## config.mk

```make
export PLATFORM = sky130hd
export DESIGN_NAME = dmem_arbiter_flat
export DESIGN_NICKNAME = d
export VERILOG_FILES = /design/src/rtl/dmem_arbiter_pkg.sv /design/src/rtl/dmem_arbiter_if.sv /design/src/rtl/dmem_arbiter_rr_pick2.sv /design/src/rtl/dmem_arbiter.sv /design/src/flat_wrapper.sv
export SDC_FILE = /design/constraint.sdc
export NUM_CORES = 1
export LEC_CHECK = 0
export CORE_AREA = 4 4 116 118
export CTS_CLUSTER_DIAMETER = 200
export DETAILED_ROUTE_END_ITERATION = 7
export DIE_AREA = 0 0 120 122
export HOLD_SLACK_MARGIN = 0.12
export PLACE_DENSITY_LB_ADDON = 0.2
export SETUP_SLACK_MARGIN = 0.1
export SLEW_MARGIN = 5
export SYNTH_ARGS = -nofsm -noshare
export SYNTH_HDL_FRONTEND = slang
export SYNTH_SLANG_ARGS = --single-unit
```

## constraint.sdc

```tcl
create_clock -name clk -period 1.7 [get_ports clk]
set_input_delay 0.51 -clock clk [delete_from_list [all_inputs] [get_ports clk]]
set_output_delay 0.51 -clock clk [all_outputs]
set_load 0.05 [all_outputs]
```

## src/rtl/dmem_arbiter_pkg.sv

```systemverilog
// Shared types and default widths for the data-memory arbiter.
package dmem_arbiter_pkg;

    localparam int unsigned DEF_ADDR_W = 32;
    localparam int unsigned DEF_DATA_W = 32;

    // ARB: round-robin between core and debug; LOCK: debug owns the memory port.
    typedef enum logic [0:0] {
        ARB,
        LOCK
    } arb_state_t;

    typedef enum logic [0:0] {
        OWN_CORE,
        OWN_DBG
    } owner_t;

    function automatic owner_t other_owner(input owner_t o);
        return (o == OWN_CORE) ? OWN_DBG : OWN_CORE;
    endfunction

endpackage

```

## src/rtl/dmem_arbiter_if.sv

```systemverilog
// Bundle of the core port, the debug port and the shared memory port.
// slave is the arbiter's view; master is the view of the surrounding system.
interface dmem_arbiter_if #(
    parameter int unsigned ADDR_W = dmem_arbiter_pkg::DEF_ADDR_W,
    parameter int unsigned DATA_W = dmem_arbiter_pkg::DEF_DATA_W
) ();

    // Core load/store port
    logic              c_req;
    logic              c_we;
    logic [ADDR_W-1:0] c_addr;
    logic [DATA_W-1:0] c_wdata;
    logic              c_gnt;
    logic              c_stall;
    logic              c_rvalid;
    logic [DATA_W-1:0] c_rdata;

    // Debug / loader port
    logic              d_req;
    logic              d_we;
    logic [ADDR_W-1:0] d_addr;
    logic [DATA_W-1:0] d_wdata;
    logic              d_lock;
    logic              d_gnt;
    logic              d_rvalid;
    logic [DATA_W-1:0] d_rdata;

    // Shared memory port
    logic              m_en;
    logic              m_we;
    logic [ADDR_W-1:0] m_addr;
    logic [DATA_W-1:0] m_wdata;
    logic [DATA_W-1:0] m_rdata;

    modport slave (
        input  c_req, c_we, c_addr, c_wdata,
        output c_gnt, c_stall, c_rvalid, c_rdata,
        input  d_req, d_we, d_addr, d_wdata, d_lock,
        output d_gnt, d_rvalid, d_rdata,
        output m_en, m_we, m_addr, m_wdata,
        input  m_rdata
    );

    modport master (
        output c_req, c_we, c_addr, c_wdata,
        input  c_gnt, c_stall, c_rvalid, c_rdata,
        output d_req, d_we, d_addr, d_wdata, d_lock,
        input  d_gnt, d_rvalid, d_rdata,
        input  m_en, m_we, m_addr, m_wdata,
        output m_rdata
    );

endinterface

```

## src/rtl/dmem_arbiter_rr_pick2.sv

```systemverilog
// Two-input round-robin picker: a lone request always wins, a tie goes to ptr.
// req[0]/gnt[0] is the core, req[1]/gnt[1] is debug.
module rr_pick2
    import dmem_arbiter_pkg::*;
(
    input  logic [1:0] req,
    input  owner_t     ptr,
    output logic [1:0] gnt
);

    // Combinational one-hot grant selection
    always_comb begin
        gnt = 2'b00;
        unique case (req)
            2'b01:   gnt = 2'b01;
            2'b10:   gnt = 2'b10;
            2'b11:   gnt = (ptr == OWN_CORE) ? 2'b01 : 2'b10;
            default: gnt = 2'b00;
        endcase
    end

endmodule

```

## src/rtl/dmem_arbiter.sv

```systemverilog
// Shares one data memory between the core load/store path and the debug port.
// Grants are combinational from the requests; read data returns one cycle after
// the grant and is routed back to whichever port issued the read.
module dmem_arbiter
    import dmem_arbiter_pkg::*;
(
    input  logic          clk,
    input  logic          reset,
    dmem_arbiter_if.slave bus
);

    arb_state_t st_q, st_d;
    owner_t     rr_q, rr_d;
    logic       rd_pend_q, rd_pend_d;
    owner_t     rd_own_q, rd_own_d;

    logic [1:0] pick_gnt;
    logic       c_gnt;
    logic       d_gnt;

    rr_pick2 u_pick (
        .req (({bus.d_req, bus.c_req})),
        .ptr (rr_q),
        .gnt (pick_gnt)
    );

    // Grant qualification, lock FSM next state and priority pointer update
    always_comb begin
        c_gnt = 1'b0;
        d_gnt = 1'b0;
        st_d  = st_q;
        rr_d  = rr_q;
        if (!reset) begin
            unique case (st_q)
                ARB: begin
                    c_gnt = pick_gnt[0];
                    d_gnt = pick_gnt[1];
                    if (c_gnt || d_gnt) begin
                        rr_d = other_owner(d_gnt ? OWN_DBG : OWN_CORE);
                    end
                    if (d_gnt && bus.d_lock) begin
                        st_d = LOCK;
                    end
                end
                LOCK: begin
                    // Debug still owns the port in the release cycle; the core
                    // gets first pick once arbitration resumes.
                    d_gnt = bus.d_req;
                    if (!bus.d_lock) begin
                        st_d = ARB;
                        rr_d = OWN_CORE;
                    end
                end
                default: st_d = ARB;
            endcase
        end
    end

    // Remember a granted read so its data can be steered next cycle
    always_comb begin
        rd_pend_d = (c_gnt && !bus.c_we) || (d_gnt && !bus.d_we);
        rd_own_d  = d_gnt ? OWN_DBG : OWN_CORE;
    end

    // State, pointer and read-tracking registers
    always_ff @(posedge clk) begin
        if (reset) begin
            st_q      <= ARB;
            rr_q      <= OWN_CORE;
            rd_pend_q <= 1'b0;
            rd_own_q  <= OWN_CORE;
        end else begin
            st_q      <= st_d;
            rr_q      <= rr_d;
            rd_pend_q <= rd_pend_d;
            rd_own_q  <= rd_own_d;
        end
    end

    // Requester-side handshake
    assign bus.c_gnt   = c_gnt;
    assign bus.d_gnt   = d_gnt;
    assign bus.c_stall = bus.c_req && !c_gnt;

    // Memory port mirrors the granted requester; idle fields are driven to zero
    assign bus.m_en    = c_gnt || d_gnt;
    assign bus.m_we    = (c_gnt && bus.c_we) || (d_gnt && bus.d_we);
    assign bus.m_addr  = d_gnt ? bus.d_addr  : (c_gnt ? bus.c_addr  : '0);
    assign bus.m_wdata = d_gnt ? bus.d_wdata : (c_gnt ? bus.c_wdata : '0);

    // Response steering; a read in flight when reset hits is dropped
    assign bus.c_rvalid = rd_pend_q && !reset && (rd_own_q == OWN_CORE);
    assign bus.d_rvalid = rd_pend_q && !reset && (rd_own_q == OWN_DBG);
    assign bus.c_rdata  = bus.c_rvalid ? bus.m_rdata : '0;
    assign bus.d_rdata  = bus.d_rvalid ? bus.m_rdata : '0;

endmodule
```

## src/flat_wrapper.sv

```systemverilog
// flat-port wrapper written by rule: the top's interface ports become plain ports
module dmem_arbiter_flat import dmem_arbiter_pkg::*;
  (clk, reset, bus_c_req, bus_c_we, bus_c_addr, bus_c_wdata, bus_c_gnt, bus_c_stall, bus_c_rvalid, bus_c_rdata, bus_d_req, bus_d_we, bus_d_addr, bus_d_wdata, bus_d_lock, bus_d_gnt, bus_d_rvalid, bus_d_rdata, bus_m_en, bus_m_we, bus_m_addr, bus_m_wdata, bus_m_rdata);
  dmem_arbiter_if bus_i ();
  input  logic clk;
  input  logic reset;
  input wire logic [$bits(bus_i.c_req)-1:0] bus_c_req;
  input wire logic [$bits(bus_i.c_we)-1:0] bus_c_we;
  input wire logic [$bits(bus_i.c_addr)-1:0] bus_c_addr;
  input wire logic [$bits(bus_i.c_wdata)-1:0] bus_c_wdata;
  output wire logic [$bits(bus_i.c_gnt)-1:0] bus_c_gnt;
  output wire logic [$bits(bus_i.c_stall)-1:0] bus_c_stall;
  output wire logic [$bits(bus_i.c_rvalid)-1:0] bus_c_rvalid;
  output wire logic [$bits(bus_i.c_rdata)-1:0] bus_c_rdata;
  input wire logic [$bits(bus_i.d_req)-1:0] bus_d_req;
  input wire logic [$bits(bus_i.d_we)-1:0] bus_d_we;
  input wire logic [$bits(bus_i.d_addr)-1:0] bus_d_addr;
  input wire logic [$bits(bus_i.d_wdata)-1:0] bus_d_wdata;
  input wire logic [$bits(bus_i.d_lock)-1:0] bus_d_lock;
  output wire logic [$bits(bus_i.d_gnt)-1:0] bus_d_gnt;
  output wire logic [$bits(bus_i.d_rvalid)-1:0] bus_d_rvalid;
  output wire logic [$bits(bus_i.d_rdata)-1:0] bus_d_rdata;
  output wire logic [$bits(bus_i.m_en)-1:0] bus_m_en;
  output wire logic [$bits(bus_i.m_we)-1:0] bus_m_we;
  output wire logic [$bits(bus_i.m_addr)-1:0] bus_m_addr;
  output wire logic [$bits(bus_i.m_wdata)-1:0] bus_m_wdata;
  input wire logic [$bits(bus_i.m_rdata)-1:0] bus_m_rdata;
  assign bus_i.c_req = bus_c_req;
  assign bus_i.c_we = bus_c_we;
  assign bus_i.c_addr = bus_c_addr;
  assign bus_i.c_wdata = bus_c_wdata;
  assign bus_c_gnt = bus_i.c_gnt;
  assign bus_c_stall = bus_i.c_stall;
  assign bus_c_rvalid = bus_i.c_rvalid;
  assign bus_c_rdata = bus_i.c_rdata;
  assign bus_i.d_req = bus_d_req;
  assign bus_i.d_we = bus_d_we;
  assign bus_i.d_addr = bus_d_addr;
  assign bus_i.d_wdata = bus_d_wdata;
  assign bus_i.d_lock = bus_d_lock;
  assign bus_d_gnt = bus_i.d_gnt;
  assign bus_d_rvalid = bus_i.d_rvalid;
  assign bus_d_rdata = bus_i.d_rdata;
  assign bus_m_en = bus_i.m_en;
  assign bus_m_we = bus_i.m_we;
  assign bus_m_addr = bus_i.m_addr;
  assign bus_m_wdata = bus_i.m_wdata;
  assign bus_i.m_rdata = bus_m_rdata;
  dmem_arbiter u_core (.clk(clk), .reset(reset), .bus(bus_i));
endmodule
```

==> impl_metrics.json <==
{
  "synth_cells": 172,
  "dp_hpwl_mm": 9.64,
  "status": "complete, but fails checks",
  "multi_input_area_mm2": 0.00192,
  "worstPathMaxFanout": 5,
  "rows": 41,
  "p_per_area_mw_per_mm2": 371,
  "hold_viol": 0,
  "postLayoutCoreUtil_pct": 59.1,
  "syn_avg_cell_area_um2": 7.57,
  "drtIter0Drc": 94,
  "vdd_drop_max_mv": 0.215,
  "hold_buffers": 0,
  "htree_levels": 1,
  "post-route-period-util_pct": 125,
  "wl_per_cell_um": 18.5,
  "violations": "negative setup slack",
  "nNetsFinal": 673,
  "maxCapViolCount": 0,
  "synth_seq_cells": 4,
  "grt_max_degree": 34,
  "ctsLongestPathBuffers": 2,
  "yosys.area.top_type": "a22o_1",
  "ys_warn_count": 0,
  "fillers": 998,
  "core_mm2": 0.0125,
  "fin_cells": 676,
  "die_w_um": 120,
  "setup_violations": 135,
  "synth_area_leaders": "a22o_1, and2_1, dfxtp_1, buf_2, buf_6",
  "antenna_found_initial": 0,
  "vias": 2828,
  "grt.total_usage_pct": 14.6,
  "clock_sinks": 4,
  "syn2layout_area_growth_pct": 466,
  "tightest_slew_ps": 272,
  "fin_crit_ps": 2130,
  "syn_nets": 339,
  "place_congestion": 0.713,
  "power.leakage_nw": 3.15,
  "max_freq_mhz": 470,
  "grt_pass1_wl_mm": 16.9,
  "ant_nets": 0,
  "grt_pass1_vias": 3022,
  "avgViaCountPerCell": 4.18,
  "worstSetupStartpointType": "flip-flop",
  "cts_tree": "yes",
  "diodes": 0,
  "die_y_um": 122,
  "ioPinCount": 302,
  "io_buffers": 301,
  "drc": 0,
  "ys_seq_area_share_pct": 6.15,
  "overflow": 0,
  "endpoint_kind": "primary output",
  "cp_data_arrival_time_ps": 1620,
  "hold_path_class": "input pin to flip-flop",
  "cts_root_buf": "clkbuf_16",
  "required_ps": 1190,
  "synth.distinct_cells": 19,
  "slew_viol_final": 0,
  "relSlewSlack_pct": 81.8,
  "rsz0062_at_grt": "true",
  "path_class": "flip-flop to primary output",
  "dr.pass1.iters": 4,
  "clk_latency_ps": 220,
  "worst_slack_ps": -427,
  "pre_cts_ws_ps": -846,
  "cts_buffers": 3,
  "worst_hold_slack_ps": 514,
  "dieArea_mm2": 0.0146,
  "postLayoutCellArea_mm2": 0.00737,
  "syn_area_mm2": 0.00130,
  "synth_top_area_share_pct": 44.4,
  "dp_cells": 643,
  "clk_pin_slew_ps": 30,
  "fin_worst_skew_ps": 0.378,
  "start_util_pct": 10.4,
  "wirelength_mm": 12.5,
  "dpl_cell_area_mm2": 0.00658,
  "drive_gt1_share_pct": 65.5,
  "regArea_um2": 85.1
}
[per-layer routing]
metal  vias to the layer above  GRT usage [%]  part of all wire (%)
li1                       1321              -                     -
met1                      1319           14.1                    33
met2                       182           29.7                    56
met3                         6           5.25                   9.9
met4                         0           2.51                  0.83
met5                         -              0                     0
[path summary, 6_finish.rpt]
| check | slack, ps | start | cells after the start | endpoint |
|---|---|---|---|---|
| hold reg to reg | 570 | u_core.st_q | 2 | u_core.st_q |
| setup reg to reg | 230 | u_core.st_q | 5 | u_core.rd_pend_q |
| setup / recovery | -430 | u_core.st_q | 5 | bus_m_wdata[23] |
| hold / removal | 510 | reset | 2 | u_core.st_q |
[through the flow]
step	total power, mW	setup TNS (ps)
floorplan	1.01	-13110
global placement	2.16	-103490
detailed placement	2.17	-103720
CTS	2.67	-52970
global route	2.83	-51170
finish	2.73	-43820
[where the power goes]
part / internal (mW) / switching, mW / total [mW] / leakage (nW)
clock network: 0.300 / 0.0641 / 0.364 / 0.0370
registers: 0.103 / 0.0133 / 0.116 / 0.0344
logic: 1.28 / 0.974 / 2.25 / 3.08
total: 1.68 / 1.05 / 2.73 / 3.15
[repair_timing]
item	CTS	global route
pin swaps	46	51
setup buffers	11	3
setup endpoints to repair	136	135
resized for setup	50	27
gates cloned	10	8
[flip-flops by register name (all words and copies together), names as in the netlist]
register	cells
u_core.rd_own_q	1
u_core.rd_pend_q	1
u_core.st_q	1
u_core.rr_q	1
[layout by cell type, fill, tap and decap left out]
master,instances
a211oi_4,1
a21oi_1,1
a22o_1,1
a22o_4,65
and2_4,64
and3_1,1
and3_4,5
buf_12,142
buf_16,5
buf_2,2
buf_4,8
buf_6,13
buf_8,5
clkbuf_16,9
clkdlybuf4s50_1,163
dfxtp_2,4
inv_1,2
inv_12,1
nand2_1,1
nand2b_1,2
nand2b_4,1
nor2b_4,1
nor3b_1,1
nor3b_4,1
o211a_1,1
o211a_2,1
o211a_4,1
o211ai_1,1
or2_4,1
[final cells by class]
cell class              instances  area share [%]
repair buffers                344            68.6
multi-input cells             150            26.0
well taps                     172            2.92
flip-flops and latches          4            1.15
clock buffers                   3            1.02
inverters                       3           0.322
[critical path, cell delays in order, from the launching register on]
cell,delay [ps]
dfxtp_2,320
nand2b_4,170
o211a_2,360
buf_16,170
a22o_4,220
buf_12,140
[cell families after synthesis]
group	after synthesis	share of synthesized area (%)
AOI/OAI and AO/OA	71	48.4
and+or+nand+nor	74	36.1
DFF	4	6.15
buffers and inverters	23	9.32
[Yosys cell counts]
cell / count
nand2_1: 1
dfxtp_1: 4
o211a_1: 2
a22o_1: 66
and3_1: 2
nand2b_4: 1
buf_6: 2
inv_1: 3
and2_1: 64
o211ai_1: 1
buf_4: 2
or2_2: 1
a211oi_4: 1
buf_2: 10
nor2b_1: 1
clkbuf_1: 6
a21oi_1: 1
nand2b_1: 2
nor3b_1: 2
No activity file was read; power rests on OpenSTA's default activity.
